## src/rtl/vigna_axi_rd_arbiter.sv

```systemverilog
// 2:1 AXI4-Lite read arbiter: instruction (i_*) and data (d_*) read ports onto one master port (m_*).
// Define VIGNA_AXI_ARB_RR_EN for alternating grant on ties; otherwise the data port wins every tie.
module vigna_axi_rd_arbiter #(
  parameter int ADDR_WIDTH = 32,
  parameter int DATA_WIDTH = 32
) (
  input  logic                  clk,
  input  logic                  resetn,
  input  logic                  i_arvalid,
  output logic                  i_arready,
  input  logic [ADDR_WIDTH-1:0] i_araddr,
  output logic                  i_rvalid,
  input  logic                  i_rready,
  output logic [DATA_WIDTH-1:0] i_rdata,
  output logic [1:0]            i_rresp,
  input  logic                  d_arvalid,
  output logic                  d_arready,
  input  logic [ADDR_WIDTH-1:0] d_araddr,
  output logic                  d_rvalid,
  input  logic                  d_rready,
  output logic [DATA_WIDTH-1:0] d_rdata,
  output logic [1:0]            d_rresp,
  output logic                  m_arvalid,
  input  logic                  m_arready,
  output logic [ADDR_WIDTH-1:0] m_araddr,
  output logic [2:0]            m_arprot,
  input  logic                  m_rvalid,
  output logic                  m_rready,
  input  logic [DATA_WIDTH-1:0] m_rdata,
  input  logic [1:0]            m_rresp
);

  // state  | meaning
  // S_IDLE | no transaction, waiting for i/d arvalid
  // S_ADDR | merged AR presented downstream, waiting for m_arready
  // S_DATA | m_rready high, waiting for m_rvalid
  // S_RESP | winner rvalid held until winner rready
  typedef enum logic [1:0] {S_IDLE, S_ADDR, S_DATA, S_RESP} state_t;

  state_t state, state_nxt;
  logic   grant_i;
  logic   win_i;
  logic   any_req;
  logic   resp_done;

  assign any_req   = i_arvalid | d_arvalid;
  assign resp_done = grant_i ? i_rready : d_rready;

`ifdef VIGNA_AXI_ARB_RR_EN
  logic last_grant_i;

  always_ff @(posedge clk or negedge resetn) begin
    if (!resetn) begin
      last_grant_i <= 1'b1;
    end else if (state == S_RESP && resp_done) begin
      last_grant_i <= grant_i;
    end
  end

  // On a tie the port that was not served last time wins.
  assign win_i = i_arvalid & (~d_arvalid | ~last_grant_i);
`else
  assign win_i = i_arvalid & ~d_arvalid;
`endif

  always_ff @(posedge clk or negedge resetn) begin
    if (!resetn) begin
      state <= S_IDLE;
    end else begin
      state <= state_nxt;
    end
  end

  always_comb begin
    state_nxt = state;
    case (state)
      S_IDLE: if (any_req) state_nxt = S_ADDR;
      S_ADDR: if (m_arvalid && m_arready) state_nxt = S_DATA;
      S_DATA: if (m_rvalid) state_nxt = S_RESP;
      S_RESP: if (resp_done) state_nxt = S_IDLE;
      default: state_nxt = S_IDLE;
    endcase
  end

  always_comb begin
    m_rready = (state == S_DATA);
  end

  always_ff @(posedge clk or negedge resetn) begin
    if (!resetn) begin
      grant_i   <= 1'b0;
      m_arvalid <= 1'b0;
      m_araddr  <= '0;
      m_arprot  <= 3'b000;
      i_arready <= 1'b0;
      d_arready <= 1'b0;
      i_rvalid  <= 1'b0;
      d_rvalid  <= 1'b0;
      i_rdata   <= '0;
      d_rdata   <= '0;
      i_rresp   <= 2'b00;
      d_rresp   <= 2'b00;
    end else begin
      i_arready <= 1'b0;
      d_arready <= 1'b0;
      case (state)
        S_IDLE: begin
          if (any_req) begin
            grant_i   <= win_i;
            m_araddr  <= win_i ? i_araddr : d_araddr;
            m_arprot  <= {win_i, 2'b00};
            m_arvalid <= 1'b1;
            i_arready <= win_i;
            d_arready <= ~win_i;
          end
        end
        S_ADDR: begin
          if (m_arready) m_arvalid <= 1'b0;
        end
        S_DATA: begin
          if (m_rvalid) begin
            if (grant_i) begin
              i_rvalid <= 1'b1;
              i_rdata  <= m_rdata;
              i_rresp  <= m_rresp;
            end else begin
              d_rvalid <= 1'b1;
              d_rdata  <= m_rdata;
              d_rresp  <= m_rresp;
            end
          end
        end
        S_RESP: begin
          if (resp_done) begin
            i_rvalid <= 1'b0;
            d_rvalid <= 1'b0;
          end
        end
        default: ;
      endcase
    end
  end

endmodule

```

## config.mk

```make
export PLATFORM = sky130hd
export DESIGN_NAME = vigna_axi_rd_arbiter
export DESIGN_NICKNAME = d
export VERILOG_FILES = /design/src/rtl/vigna_axi_rd_arbiter.sv
export SDC_FILE = /design/constraint.sdc
export NUM_CORES = 1
export LEC_CHECK = 0
export CORE_UTILIZATION = 30
export DETAILED_ROUTE_END_ITERATION = 8
export PLACE_DENSITY = 0.61
export SYNTH_ARGS = -nofsm -noshare
export SYNTH_HDL_FRONTEND = slang
export SYNTH_SLANG_ARGS = --single-unit
```

## constraint.sdc

```tcl
create_clock -name clk -period 5.1 [get_ports clk]
set_clock_uncertainty 0.2 [all_clocks]
set_input_delay 0.51 -clock clk [delete_from_list [all_inputs] [get_ports clk]]
set_output_delay 0.51 -clock clk [all_outputs]
set_load 0.02 [all_outputs]
```

==> impl_results.md <==
* Rel. slew slack at 31.0%
* Final WL at 10.9 mm
* Crit-path cells: inv_1 -> ha_1 -> nand3_2 -> a22o_1 -> a21o_1
* Site Rows at 44
* I/O pin count at 215
* First-pass GRT wire length at 16.8 mm
* Largest net degree at the start of global routing at 65
* Register area share after synthesis at 60.5%
* Post-CTS sizing at 0
* Period utilization at 52.5%
* # setup viols final at 0
* Root buffer cell: clkbuf_16
* Non-Filler Instances at 728
* Max-slew violation count at 0
* Final WS setup at 2.42 ns
* Cells after Synth at 331
* Die ar. at 15400 um^2
* Synth top area share at 60.5%
* CP max stage cell: nand3_2
* Vias in the first global route at 3374
* Total GRT Usage at 14.5%
* WP data required at 5.14 ns
* Setup bufs post-CTS at 0
* Pwr dens at 244 nW/um^2
* Hold Violations, Final at 0
* Mapped cell area at 4470 um^2
* Slowest stage delay, CP at 0.82 ns
* Max IR drop VDD at 0.143 mV
* Clk pin slew, worst setup/hold paths at 0.07 ns
* Yosys warns at 0
* Commonest cells after routing, fill and taps aside: clkdlybuf4s50_1 (211), dfrtp_1 (108), mux2_2 (69), mux2i_1 (34), o21ai_0 (34)
* Total gr overflow at 0
* Top delay family on crit path: simple AND/OR/NAND/NOR gates
* Commonest non-fill, non-tap cell in the layout: clkdlybuf4s50_1
* Pre-CTS WS at 2.26 ns
* # nets final at 652
* Worst hold path type: in -> async
* Slew @ Worst Pin at 1.04 ns
* Detailed Routing Iterations Pass 1 at 4
* Design Area, Final at 7080 um^2
* Die Wd at 124 um
* Setup_tns at 0 ns
* Clock Tree Buf Depth at 2
* H-tree lvl count at 3
* Critical Path AT at 2.72 ns
* Worst Path Max Fanout at 36
* Via count at 3281
* Total CTS buffers at 9
* Diode count at 0
* Die height at 124 um
* Outcome: finished, final reports clean
* Antenna violations before repair at 0
* Synth top area cells: dfrtp_1 (60%), mux2_2 (17%), mux2i_1 (7.6%)
* Share of cells above drive strength 1 at 16.9%
* Later-pin clock latency in the skew report at 0.34 ns
* Drt via density at 4.51
* Clk sinks at 108
* Routed Antenna Nets at 0
* Wire per inst at 15.0 um
* TritonCTS clock tree: yes
* Drt initial violations at 108
* Worst Reg-to-Reg Cells at 5
* FF+latch count, synth at 108
* GP Congestion at 0.720
* Cell taking the most area after synthesis: dfrtp_1
* Initial Utilization at 30.7%
* Max cap viols at 0
* Placed insts at 712
* Critical path depth at 5
* Mean post-synth cell area at 13.5 um^2
* Drt drc at 0
* Lkg Pwr at 3.35 nW
* CP startpoint kind: flip-flop
* Distinct cell type count after synthesis at 28
* Max frequency at 0.373 GHz
* Tmin final at 2.68 ns
* Placed cell area at 6770 um^2
* Core Box Area at 14500 um^2
* Port bufs at 212
* Area Growth Syn to Fin at 58.6%
* Cts hold-fix bufs at 0
* RSZ-0062 raised after global routing: false
* Buf/Inv on CP at 1
* Final HPWL DP at 7.98 mm
* Crit Path Class: reg -> reg
* Crit end category: flip-flop
-- state kept, by name, summed over array words and instances (netlist names) --
name	count
i_rdata	32
m_araddr	32
d_arready	1
state	2
i_rvalid	1
i_arready	1
d_rdata	32
m_arprot	1
i_rresp	2
d_rvalid	1
m_arvalid	1
d_rresp	2
-- power by group --
group / switching, mW / internal, mW / total, mW
Combinational: 0.0450 / 0.0837 / 0.129
Sequential: 0 / 0.856 / 0.856
Clock: 0.312 / 0.432 / 0.743
Total: 0.357 / 1.37 / 1.73
-- per-stage QoR --
stage | hold WS (ns) | utilization [%] | power, mW
2_1_floorplan | 0.0144 | - | 0.898
3_3_place_gp | 0.262 | 46.6 | 1.00
3_5_place_dp | 0.270 | 46.6 | 1.00
4_1_cts | 0.0584 | 48.7 | 1.76
5_1_grt | 0.0954 | 48.7 | 1.81
6_report | 0.0393 | 48.7 | 1.73
-- routing by layer --
metal  wire length, um  track usage [%]
met1              4610             16.9
met2              4900             22.9
met3              1250             6.41
met4               198             6.92
met5                 0                0
-- path summary, 6_finish.rpt --
kind	slack (ns)	startpoint	end
worst max-delay path	2.42	state[0]	i_rvalid
worst min-delay path	0.04	resetn	i_rdata[13]
worst max register to register	2.42	state[0]	i_rvalid
worst min register to register	0.28	m_araddr[20]	m_araddr[20]
max in group asynchronous	3.56	resetn	m_araddr[29]
min in group clk	0.28	m_araddr[20]	m_araddr[20]
-- logic make-up (layout without fill, tap and decap cells) --
logic type / after synthesis / after routing / share of synthesized area [%]
multiplexers: 103 / 103 / 25.0
AND/OR/NAND/NOR: 42 / 42 / 4.00
adder cells (fa/ha/maj): 7 / 7 / 1.96
AO/OA/AOI/OAI: 47 / 47 / 5.99
buffers and inverters: 23 / 235 / 2.46
other: 1 / 2 / 0.0839
flip-flops: 108 / 108 / 60.5
-- cell type report --
type,count,area [um^2]
fill,1363,7450
sequential,108,2700
timing repair buffer,215,2140
multi-input combinational,201,1680
tap,184,230
clock buffer,10,229
clock inverter,6,87.6
inverter,4,15.0
-- synth_stat cells, drive strengths merged --
master	instances
inv	4
a21boi	1
nand2b	3
nor2b	1
nand3	1
and2	1
ha	7
nor2	2
conb	1
mux2i	34
dfrtp	108
a211oi	1
clkbuf	6
a21o	2
o21ai	35
a22oi	1
a2111oi	1
a2bb2oi	1
mux2	69
nand2	32
buf	13
nand3b	1
a21oi	3
o31ai	1
nor3b	1
a22o	1
No activity file was read; power rests on OpenSTA's default activity.
